<file path="config.mk">
export PLATFORM = sky130hd
export DESIGN_NAME = fetch_unit_flat
export DESIGN_NICKNAME = d
export VERILOG_FILES = /design/src/rtl/sap_pkg.sv /design/src/rtl/fetch_unit_if.sv /design/src/rtl/fetch_pc_counter.sv /design/src/rtl/fetch_unit.sv /design/src/flat_wrapper.sv
export SDC_FILE = /design/constraint.sdc
export NUM_CORES = 1
export LEC_CHECK = 0
export BUFFER_PORTS_ARGS = -buffer_cell sky130_fd_sc_hd__buf_2
export CAP_MARGIN = 0
export CORE_UTILIZATION = 41
export CTS_CLUSTER_SIZE = 14
export DETAILED_ROUTE_END_ITERATION = 12
export GPL_ROUTABILITY_DRIVEN = 0
export PLACE_DENSITY_LB_ADDON = 0.12
export SLEW_MARGIN = 20
export SYNTH_ARGS = -nofsm -noshare
export SYNTH_HDL_FRONTEND = slang
export SYNTH_HIERARCHICAL = 1
export SYNTH_SLANG_ARGS = --single-unit
</file>
<file path="constraint.sdc">
create_clock -name clk -period 1.1 [get_ports clk]
set_input_delay 0.055 -clock clk [delete_from_list [all_inputs] [get_ports clk]]
set_output_delay 0.055 -clock clk [all_outputs]
set_load 0.01 [all_outputs]
</file>
<file path="src/rtl/sap_pkg.sv">
// Shared definitions for the 8-bit SAP-style CPU: opcodes, control-word bit
// positions and default datapath widths.
package sap_pkg;

    localparam int DEF_ADDR_W   = 4;
    localparam int DEF_DATA_W   = 8;
    localparam int DEF_OPCODE_W = 4;

    localparam logic [DEF_OPCODE_W-1:0] OP_HLT = 4'h0;
    localparam logic [DEF_OPCODE_W-1:0] OP_LDA = 4'h1;
    localparam logic [DEF_OPCODE_W-1:0] OP_ADD = 4'h2;
    localparam logic [DEF_OPCODE_W-1:0] OP_SUB = 4'h3;
    localparam logic [DEF_OPCODE_W-1:0] OP_OUT = 4'h4;
    localparam logic [DEF_OPCODE_W-1:0] OP_JMP = 4'h5;

    // Bit positions in the sequencer's control word
    localparam int SIG_PC_INC     = 0;
    localparam int SIG_PC_EN      = 1;
    localparam int SIG_PC_LOAD    = 2;
    localparam int SIG_MAR_LOAD_N = 3;
    localparam int SIG_RAM_EN_N   = 4;
    localparam int SIG_IR_LOAD_N  = 5;
    localparam int SIG_IR_EN_N    = 6;
    localparam int SIG_A_LOAD_N   = 7;
    localparam int SIG_A_EN       = 8;
    localparam int SIG_ALU_SUB    = 9;
    localparam int SIG_ALU_EN     = 10;
    localparam int SIG_B_LOAD_N   = 11;
    localparam int SIG_OUT_LOAD_N = 12;

endpackage

</file>
<file path="src/rtl/fetch_unit_if.sv">
// Control inputs, shared-bus connection and status outputs of the fetch unit.
interface fetch_unit_if
    import sap_pkg::*;
#(
    parameter int ADDR_W   = DEF_ADDR_W,
    parameter int DATA_W   = DEF_DATA_W,
    parameter int OPCODE_W = DEF_OPCODE_W
);
    logic                pc_inc;
    logic                pc_en;
    logic                pc_load;
    logic                ir_load_n;
    logic                ir_en_n;
    logic                halt;
    logic [DATA_W-1:0]   bus_in;
    logic [DATA_W-1:0]   bus_out;
    logic                bus_oe;
    logic [OPCODE_W-1:0] opcode;
    logic [ADDR_W-1:0]   pc_value;
    logic                ir_valid;
    logic                bus_conflict;

    modport master (
        output pc_inc, pc_en, pc_load, ir_load_n, ir_en_n, halt, bus_in,
        input  bus_out, bus_oe, opcode, pc_value, ir_valid, bus_conflict
    );

    modport slave (
        input  pc_inc, pc_en, pc_load, ir_load_n, ir_en_n, halt, bus_in,
        output bus_out, bus_oe, opcode, pc_value, ir_valid, bus_conflict
    );
endinterface

</file>
<file path="src/rtl/fetch_pc_counter.sv">
// Program counter: hold > load > increment, wrapping modulo 2**ADDR_W.
module fetch_pc_counter
    import sap_pkg::*;
#(
    parameter int ADDR_W = DEF_ADDR_W
) (
    input  logic              clk,
    input  logic              rst_n,
    input  logic              hold_i,
    input  logic              load_i,
    input  logic              inc_i,
    input  logic [ADDR_W-1:0] load_val_i,
    output logic [ADDR_W-1:0] pc_o
);
    logic [ADDR_W-1:0] pc_q;
    logic [ADDR_W-1:0] pc_d;

    always_comb begin
        pc_d = pc_q;
        if (hold_i)
            pc_d = pc_q;
        else if (load_i)
            pc_d = load_val_i;
        else if (inc_i)
            pc_d = pc_q + ADDR_W'(1);
    end

    always_ff @(posedge clk or negedge rst_n) begin
        if (!rst_n)
            pc_q <= '0;
        else
            pc_q <= pc_d;
    end

    assign pc_o = pc_q;
endmodule

</file>
<file path="src/rtl/fetch_unit.sv">
// PC plus instruction register for the 8-bit CPU; supplies the opcode to the
// sequencer and drives the PC or IR operand onto the shared bus.
module fetch_unit
    import sap_pkg::*;
#(
    parameter int ADDR_W   = DEF_ADDR_W,
    parameter int DATA_W   = DEF_DATA_W,
    parameter int OPCODE_W = DEF_OPCODE_W
) (
    input  logic        clk,
    input  logic        rst_n,
    fetch_unit_if.slave bus_if
);
    logic [ADDR_W-1:0] pc;
    logic [DATA_W-1:0] ir_q,       ir_d;
    logic              ir_valid_q, ir_valid_d;
    logic              conflict_q, conflict_d;

    fetch_pc_counter #(.ADDR_W(ADDR_W)) u_pc (
        .clk        (clk),
        .rst_n      (rst_n),
        .hold_i     (bus_if.halt),
        .load_i     (bus_if.pc_load),
        .inc_i      (bus_if.pc_inc),
        .load_val_i (bus_if.bus_in[ADDR_W-1:0]),
        .pc_o       (pc)
    );

    always_comb begin
        ir_d       = ir_q;
        ir_valid_d = ir_valid_q;
        conflict_d = conflict_q;
        if (!bus_if.ir_load_n && !bus_if.halt) begin
            ir_d       = bus_if.bus_in;
            ir_valid_d = 1'b1;
        end
        // Sticky until reset; still watched while halted
        if (bus_if.pc_en && !bus_if.ir_en_n)
            conflict_d = 1'b1;
    end

    always_ff @(posedge clk or negedge rst_n) begin
        if (!rst_n) begin
            ir_q       <= '0;
            ir_valid_q <= 1'b0;
            conflict_q <= 1'b0;
        end else begin
            ir_q       <= ir_d;
            ir_valid_q <= ir_valid_d;
            conflict_q <= conflict_d;
        end
    end

    // Bus mux depends only on control inputs and state, never on bus_in
    always_comb begin
        bus_if.bus_out = '0;
        bus_if.bus_oe  = 1'b0;
        if (rst_n) begin
            if (bus_if.pc_en) begin
                bus_if.bus_out = {{OPCODE_W{1'b0}}, pc};
                bus_if.bus_oe  = 1'b1;
            end else if (!bus_if.ir_en_n) begin
                bus_if.bus_out = {{OPCODE_W{1'b0}}, ir_q[ADDR_W-1:0]};
                bus_if.bus_oe  = 1'b1;
            end
        end
    end

    assign bus_if.opcode       = ir_q[DATA_W-1:ADDR_W];
    assign bus_if.pc_value     = pc;
    assign bus_if.ir_valid     = ir_valid_q;
    assign bus_if.bus_conflict = conflict_q;
endmodule

</file>
<file path="src/flat_wrapper.sv">
// flat-port wrapper written by rule: the top's interface ports become plain ports
module fetch_unit_flat import sap_pkg::*;
#(
    parameter int ADDR_W   = DEF_ADDR_W,
    parameter int DATA_W   = DEF_DATA_W,
    parameter int OPCODE_W = DEF_OPCODE_W
)
  (clk, rst_n, bus_if_pc_inc, bus_if_pc_en, bus_if_pc_load, bus_if_ir_load_n, bus_if_ir_en_n, bus_if_halt, bus_if_bus_in, bus_if_bus_out, bus_if_bus_oe, bus_if_opcode, bus_if_pc_value, bus_if_ir_valid, bus_if_bus_conflict);
  fetch_unit_if #(.ADDR_W(ADDR_W), .DATA_W(DATA_W), .OPCODE_W(OPCODE_W)) bus_if_i ();
  input  logic clk;
  input  logic rst_n;
  input wire logic [$bits(bus_if_i.pc_inc)-1:0] bus_if_pc_inc;
  input wire logic [$bits(bus_if_i.pc_en)-1:0] bus_if_pc_en;
  input wire logic [$bits(bus_if_i.pc_load)-1:0] bus_if_pc_load;
  input wire logic [$bits(bus_if_i.ir_load_n)-1:0] bus_if_ir_load_n;
  input wire logic [$bits(bus_if_i.ir_en_n)-1:0] bus_if_ir_en_n;
  input wire logic [$bits(bus_if_i.halt)-1:0] bus_if_halt;
  input wire logic [$bits(bus_if_i.bus_in)-1:0] bus_if_bus_in;
  output wire logic [$bits(bus_if_i.bus_out)-1:0] bus_if_bus_out;
  output wire logic [$bits(bus_if_i.bus_oe)-1:0] bus_if_bus_oe;
  output wire logic [$bits(bus_if_i.opcode)-1:0] bus_if_opcode;
  output wire logic [$bits(bus_if_i.pc_value)-1:0] bus_if_pc_value;
  output wire logic [$bits(bus_if_i.ir_valid)-1:0] bus_if_ir_valid;
  output wire logic [$bits(bus_if_i.bus_conflict)-1:0] bus_if_bus_conflict;
  assign bus_if_i.pc_inc = bus_if_pc_inc;
  assign bus_if_i.pc_en = bus_if_pc_en;
  assign bus_if_i.pc_load = bus_if_pc_load;
  assign bus_if_i.ir_load_n = bus_if_ir_load_n;
  assign bus_if_i.ir_en_n = bus_if_ir_en_n;
  assign bus_if_i.halt = bus_if_halt;
  assign bus_if_i.bus_in = bus_if_bus_in;
  assign bus_if_bus_out = bus_if_i.bus_out;
  assign bus_if_bus_oe = bus_if_i.bus_oe;
  assign bus_if_opcode = bus_if_i.opcode;
  assign bus_if_pc_value = bus_if_i.pc_value;
  assign bus_if_ir_valid = bus_if_i.ir_valid;
  assign bus_if_bus_conflict = bus_if_i.bus_conflict;
  fetch_unit #(.ADDR_W(ADDR_W), .DATA_W(DATA_W), .OPCODE_W(OPCODE_W)) u_core (.clk(clk), .rst_n(rst_n), .bus_if(bus_if_i));
endmodule
</file>
Word level (Yosys, flattened, before mapping)
Index checks and enable logic that the tools add are counted.
Storage, ports and cells
  flip-flop bits (word level): 14
  output and inout bits: 19
Operators by class
  add/sub/neg operators: 1
  muxes and demuxes: 8
  bitwise gates (word level): 1
  reduce and logical (&&, ||, !) cells: 7
Operators with widths (count)
  2-to-1 mux 8 bit: 2
  2-to-1 mux 4 bit: 3
  adder 4 x 1 -> 4 bit (second input constant): 1
  zero test 1 bit: 3
  2-to-1 mux 1 bit: 3
  logical AND 1 bit: 2
  AND reduction 2 bit: 1
  nonzero test 2 bit: 1
  inverter 1 bit: 1

Logic depth before layout (Yosys ltp)
Gate-level depths: netlist (run 1).
  word-level depth: 3
  depth in mapped cells: 4
  mapped depth without buffers: 4

Hierarchy
The synthesis (run 1) kept the hierarchy.
Modules (own cells, without submodules)
  fetch_unit: times used 1, cells each 41, area an instance 520.5 µm², seq. area each 250.2 µm²
  fetch_pc_counter: times used 1, cells each 29, area an instance 260.2 µm², seq. area each 100.1 µm²

Worst setup path after synthesis (run 1)
OpenSTA, ideal clock, no wires.
  path type: reg2reg
  start: register u_core.u_pc.pc_q[0] (netlist: u_core/u_pc/pc_o[0])
  end: register u_core.u_pc.pc_q[3] (netlist: u_core/u_pc/pc_o[3])
  arrival time: 1181 ps
  data required time: 980 ps
  setup slack: -201 ps
  stages on the path, launching flop included: 4
  buffers on the path: 0
  period minus slack after synthesis: 1301 ps
  cell sequence: dfrtp_1 nand4_1 or4b_1 o211a_1
Between the ends
  longest elaborated chain between the ends: 3
Ends and longest elaborated chain
  start: declaration: line fetch_pc_counter.sv:15  | logic [ADDR_W-1:0] pc_q;
  start signal: assignment: line fetch_pc_counter.sv:32  | pc_q <= pc_d;
  adder 4 x 1 -> 4 bit: line fetch_pc_counter.sv:25  | pc_d = pc_q + ADDR_W'(1);
  2-to-1 mux 4 bit: line fetch_pc_counter.sv:24  | else if (inc_i)
  2-to-1 mux 4 bit: line fetch_pc_counter.sv:22  | else if (load_i)
Every way passes these cells. The select of a mux whose other input is x is not followed.
A chain may end at the register's enable or synchronous reset.

Worst setup path after layout (run 1)
Same ends and word-level chain as after synthesis.

==> results of run 1 <==
[layer usage]
layer,global-route usage,wire length (um)
met2,0.397,998
met3,0.0556,129
met1,0.292,827
met5,0,0
met4,0.109,57
[through the flow]
step	utilization	setup slack, ps
2_1_floorplan	-	-137
3_3_place_gp	0.549	-101
3_5_place_dp	0.549	-141
4_1_cts	0.699	-149
5_1_grt	0.716	-189
6_report	0.716	-156
[power by group through the flow]
stage	Sequential (mW)	Clock, mW	Combinational, mW
after detailed placement	0.646	0	0.421
after CTS	0.638	0.384	0.609
final	0.642	0.376	0.646
after global placement	0.641	0	0.413
after floorplan	0.667	0	0.221
after global routing	0.652	0.409	0.700
[area by class of cell]
cell class              instances  area share
inverters                       3     0.00891
flip-flops and latches         14       0.280
clock buffers                   4      0.0287
repair buffers                 50       0.310
multi-input cells              46       0.348
well taps                      25      0.0248
[what timing repair did]
action                                 CTS  global route
endpoints found under the hold margin   17             1
pin swaps                                9             3
setup buffers                            5             0
gates cloned                             0             0
setup endpoints to repair                7            12
hold buffers                             6             1
gates resized for setup                 23             5
[flip-flops by register name, summed over array words and instances (netlist names)]
| signal | cells |
|---|---|
| u_core/u_pc/pc_o | 4 |
| u_core/bus_if.bus_conflict | 1 |
| u_core/ir_q | 8 |
| u_core/bus_if.ir_valid | 1 |
[final timing paths]
kind | end | slack (ps) | cells past startpoint
max in group asynchronous | u_core/u_pc/pc_o[1]$_DFFE_PN0P_ | 440 | 3
min in group asynchronous | u_core/ir_q[1]$_DFFE_PN0P_ | 250 | 2
hold reg to reg | u_core/bus_if.bus_conflict$_DFFE_PN0P_ | 470 | 1
setup / recovery | u_core/u_pc/pc_o[3]$_DFFE_PN0P_ | -160 | 3
setup reg to reg | u_core/u_pc/pc_o[3]$_DFFE_PN0P_ | -160 | 3
hold / removal | u_core/u_pc/pc_o[2]$_DFFE_PN0P_ | 20 | 3
[Yosys cell counts]
master	n	area [um^2]
conb_1	1	3.75
inv_1	3	11.3
buf_4	8	60.1
or2_2	1	6.26
nor2_1	2	7.51
a22oi_1	3	22.5
a21oi_1	4	20.0
a31o_1	1	8.76
mux2_2	8	90.1
o21ai_0	3	15.0
a31o_2	3	26.3
nand2_1	1	3.75
nor2b_1	1	6.26
nand4_1	1	6.26
and3b_2	1	10.0
nor4bb_1	4	40.0
nor2_4	1	11.3
a211oi_1	1	7.51
o211a_1	1	10.0
mux2i_1	1	10.0
dfrtp_1	14	350
clkbuf_2	1	5.00
a21boi_0	1	7.51
or4b_1	1	10.0
o21bai_1	1	7.51
nor3b_1	1	7.51
ha_1	1	12.5
clkbuf_1	1	3.75
[critical path: cells and delay by family, from the launching register on]
| kind | cells | cell delay (ps) |
|---|---|---|
| compound gates | 1 | 140 |
| flops | 1 | 400 |
| simple gates | 2 | 620 |
[logic make-up after synthesis]
kind of cell	after synthesis	share of synthesized area
AO/OA/AOI/OAI	18	0.160
AND/OR/NAND/NOR	14	0.139
flip-flops	14	0.449
buffers and inverters	13	0.103
multiplexers	9	0.128
adder cells (fa/ha/maj)	1	0.0160
other	1	0.00480
==> impl_metrics.tcl, run 1 <==
set metrics [dict create \
    status "complete, but fails checks" \
    violations "negative setup slack" \
    area_growth_pct 61.9 \
    cap_violations 0 \
    rsz0062_at_grt "true" \
    clockRootBuffer "clkbuf_4" \
    timing.fmax_ghz 0.796 \
    fin_ws_ps -156 \
    synth-seq-cells 14 \
    vias_per_cell 5.07 \
    clk-insertion-delay-late_ps 290 \
    design_area_mm2 0.00126 \
    final_common_cell "buf_2" \
    finalHoldWorstSlack_ps 15.9 \
    p_int_mw 1.18 \
    fin_crit_sh 1.14 \
    grt_util_all_layers 0.239 \
    yosysWarnings 6 \
    dp_hpwl_um 1270 \
    vias 720 \
    crit_path_top_delay_cell "or4b_1" \
    netlist_area_um2 781 \
    clkSlewWorstSetupHoldPaths_ps 90 \
    most-common-layout-cells "buf_2 (23), buf_6 (15), dfrtp_1 (11), mux2_2 (8), dlygate4sd3_1 (7)" \
    die_y_um 45.6 \
    regArea_um2 354 \
    clock_path_buffers 2 \
    fp.dieW_um 45.6 \
    drive_gt1_frac 0.598 \
    drc 0 \
    p_seq_frac 0.386 \
    p_leak_nw 0.602 \
    ant_nets 0 \
    stdcell_count 142 \
    hold_violations 0 \
    start_util 0.443 \
    crit_path_cell_trace "nand4_1 > or4b_1 > o211a_1" \
    yosysSeqAreaShare 0.449 \
    min-delay-path-class "in -> reg" \
    dr.first_iter.drc_count 10 \
    p_sw_mw 0.482 \
    avgSynthCellArea_um2 11.2 \
    core-area_mm2 0.00176 \
    netlist_instances 70 \
    setup_viol 9 \
    place_area_um2 968 \
    row_count 15 \
    dp_cells 126 \
    port_buffers 30 \
    min_from "bus_if_bus_in[2]" \
    grt_pass1_wl_um 3330 \
    cts_sinks 14 \
    firstDrtPassIters 4 \
    wire_per_inst_um 14.2 \
    final.setup.tns_ps -773 \
    fillCellCount 153 \
    pwr-share-clk 0.226 \
    r2r-start "u_core/u_pc/pc_o[0]$_DFFE_PN0P_" \
    htreeDepth 1 \
    dieArea_mm2 0.00208 \
    synth_cell_types 28 \
    grt.overflow.total 0 \
    power_density_mw_per_mm2 1320 \
    finClkSkew_ps 0.742 \
    grt_pass1_vias 710 \
    antenna_found_initial 0 \
    nNetsFinal 135 \
    worstSetupStartpointType "flop" \
    cts_tree "done" \
    cpPeakStageDelay_ps 530 \
    p_comb_frac 0.388 \
    routed_wl_um 2010 \
    switching_share 0.290 \
    path_class "reg -> reg" \
    drv_slew 0 \
    critPathCaptureType "flop" \
    finalPower_mw 1.66 \
    multi_input_area_um2 439 \
    ir_worst_vdd_v 0.000882 \
    cp-startpoint "u_core/u_pc/pc_o[0]$_DFFE_PN0P_" \
    crit_arrival_ps 1440 \
    cp.required_ps 1280 \
    timing.final.crit_period_ps 1260 \
    numCtsBuffers 3 \
    grt_start_max_net_pins 11 \
    diodes 0 \
    worstPathMaxFanout 4 \
    io_pins 35 \
]
Note: power is estimated with default switching activity, not from simulation.
==> inputs of run 2 (changes only) <==
--- a/config.mk
+++ b/config.mk
@@ -9,3 +9,3 @@
 export CAP_MARGIN = 0
-export CORE_UTILIZATION = 41
+export CORE_UTILIZATION = 40
 export CTS_CLUSTER_SIZE = 14
==> constraint.sdc (replaced) <==
create_clock -name clk -period 1.1 [get_ports clk]
set_input_delay 0.22 -clock clk [delete_from_list [all_inputs] [get_ports clk]]
set_output_delay 0.22 -clock clk [all_outputs]
set_load 0.01 [all_outputs]
==> run 2 against run 1 <==
The run still ends with negative setup slack left. Flip-flop and latch count is the same. Critical path depth is the same. Core utilization grew 1.5 points. Die area grew 2.4%. Final cell count grew 7.0%. Clock skew is essentially flat.
==> impl_metrics.tcl, run 2 (synthesis gave the netlist of run 1 again) <==
set metrics [dict create \
    status "complete, but fails checks" \
    violations "negative setup slack" \
    regArea_um2 354 \
    r2r_setup_slack_ps -280 \
    finalPower_mw 1.68 \
    crit_path_top_delay_cell "dfrtp_2" \
    crit_family "flip-flops" \
    grt_pass1_wl_um 3560 \
    cap_violations 0 \
    fin_ws_ps -281 \
    core-area_mm2 0.00178 \
    reg2reg_depth 4 \
    cp.required_ps 880 \
    fillCellCount 129 \
    r2r-start "u_core/u_pc/pc_o[1]$_DFFE_PN0P_" \
    port_buffers 30 \
    crit_path_cell_trace "buf_4 > a31o_2 > buf_6" \
    p_leak_nw 0.636 \
    worstPathMaxFanout 2 \
    regMostFlops "u_core/ir_q" \
    finClkSkew_ps 0.266 \
    drv_slew 0 \
    grt_pass1_vias 738 \
    wire_per_inst_um 14.6 \
    path_class "reg -> out" \
    dr.first_iter.drc_count 12 \
    dieArea_mm2 0.00213 \
    numCtsBuffers 3 \
    r2r_end "u_core/u_pc/pc_o[3]$_DFFE_PN0P_" \
    path_depth 3 \
    hold_violations 0 \
    clk-insertion-delay-late_ps 270 \
    area_growth_pct 67.0 \
    timing.fmax_ghz 0.724 \
    io_pins 35 \
    cp.buffers_inverters 2 \
    min-delay-path-class "in -> reg" \
    multi_input_area_um2 429 \
    most-common-layout-cells "buf_2 (24), buf_4 (20), buf_6 (11), dfrtp_1 (11), mux2_2 (8)" \
    vias_per_cell 4.96 \
    vias 754 \
    timing.final.crit_period_ps 1380 \
    firstDrtPassIters 4 \
    crit_arrival_ps 1160 \
    final_common_cell "buf_2" \
    diodes 0 \
    whs_path_depth 2 \
    largest_reg_flops 8 \
    ant_nets 0 \
    grt_util_all_layers 0.237 \
    ir_worst_vdd_v 0.00111 \
    start_util 0.438 \
    clockRootBuffer "clkbuf_4" \
    die_y_um 46.2 \
    drc 0 \
    cp-startpoint "u_core/u_pc/pc_o[0]$_DFFE_PN0P_" \
    antenna_found_initial 0 \
    fin_crit_sh 1.26 \
    grt.overflow.total 0 \
    critPathCaptureType "output pin" \
    rsz0062_at_grt "true" \
    routed_wl_um 2230 \
    drive_gt1_frac 0.661 \
    clkSlewWorstSetupHoldPaths_ps 90 \
    power_density_mw_per_mm2 1290 \
    setup_viol 11 \
    fp.dieW_um 46.2 \
    row_count 15 \
    htreeDepth 1 \
    cts_tree "done" \
    grt_start_max_net_pins 10 \
    dp_cells 136 \
    dp_hpwl_um 1430 \
    cpPeakStageDelay_ps 410 \
    stdcell_count 152 \
    pre_cts_slack_ps -153 \
    clock_path_buffers 2 \
    cp-endpoint "bus_if_bus_out[0]" \
    worstSetupStartpointType "flop" \
    nNetsFinal 145 \
    cts_sinks 14 \
]
==> run 2: changes by cell type in the layout (fill, tap and decap cells not counted), sizes merged <==
cell,previous run,this run
buf,43,55
dlygate4sd3,7,4
clkbuf,4,5
==> run 2: worst min path at each step <==
stage / startpoint / to / slack (ps)
2_1_floorplan: rst_n / u_core/bus_if.bus_conflict$_DFFE_PN0P_ / -80
3_3_place_gp: rst_n / u_core/ir_q[0]$_DFFE_PN0P_ / 200
3_5_place_dp: rst_n / u_core/ir_q[1]$_DFFE_PN0P_ / 200
4_1_cts: bus_if_pc_load / u_core/u_pc/pc_o[2]$_DFFE_PN0P_ / 170
5_1_grt: bus_if_pc_load / u_core/u_pc/pc_o[2]$_DFFE_PN0P_ / 170
6_report: bus_if_pc_load / u_core/u_pc/pc_o[2]$_DFFE_PN0P_ / 150
==> run 2: worst register-to-register path, delay by kind of cell, from the launching register on <==
family                 cells  cell delay, ps
buffers and inverters      1             130
AOI/OAI and AO/OA          1             160
and+or+nand+nor            2             600
DFF                        1             390
==> run 2: through the flow <==
stage | hold slack [ps] | util | setup TNS, ps | cell area (um^2)
after floorplan | -75.6 | - | -246 | 796
after global placement | 197 | 0.585 | -364 | 1040
after detailed placement | 198 | 0.585 | -607 | 1040
after CTS | 169 | 0.712 | -2210 | 1270
after global routing | 166 | 0.731 | -2720 | 1300
final | 155 | 0.731 | -2270 | 1300
==> run 2: repair_timing <==
item / in CTS / in global routing
gates cloned: 0 / 0
setup endpoints to repair: 12 / 13
pin swaps: 9 / 4
gates resized for setup: 22 / 3
setup buffers: 5 / 3
hold buffers: 4 / 0
hold endpoints to repair: 14 / 0
==> run 2: area by class of cell <==
type	count	share of cell area
Tap cell	25	0.0240
Clock buffer	4	0.0278
Multi-Input combinational cell	46	0.329
Timing Repair Buffer	60	0.339
Sequential cell	14	0.272
Inverter	3	0.00864
==> run 2: where the power goes <==
part	total (mW)	switching, mW	internal, mW
sequential	0.635	0.0453	0.590
clock	0.368	0.167	0.201
combinational	0.676	0.279	0.397
total	1.68	0.492	1.19
==> run 2: metal layers <==
metal  GRT usage  wire length, um  vias up
met2       0.383             1080       30
met4      0.0647               10        0
met5           0                0        -
met1       0.323             1030      361
met3      0.0431              109        2
li1            -                -      361
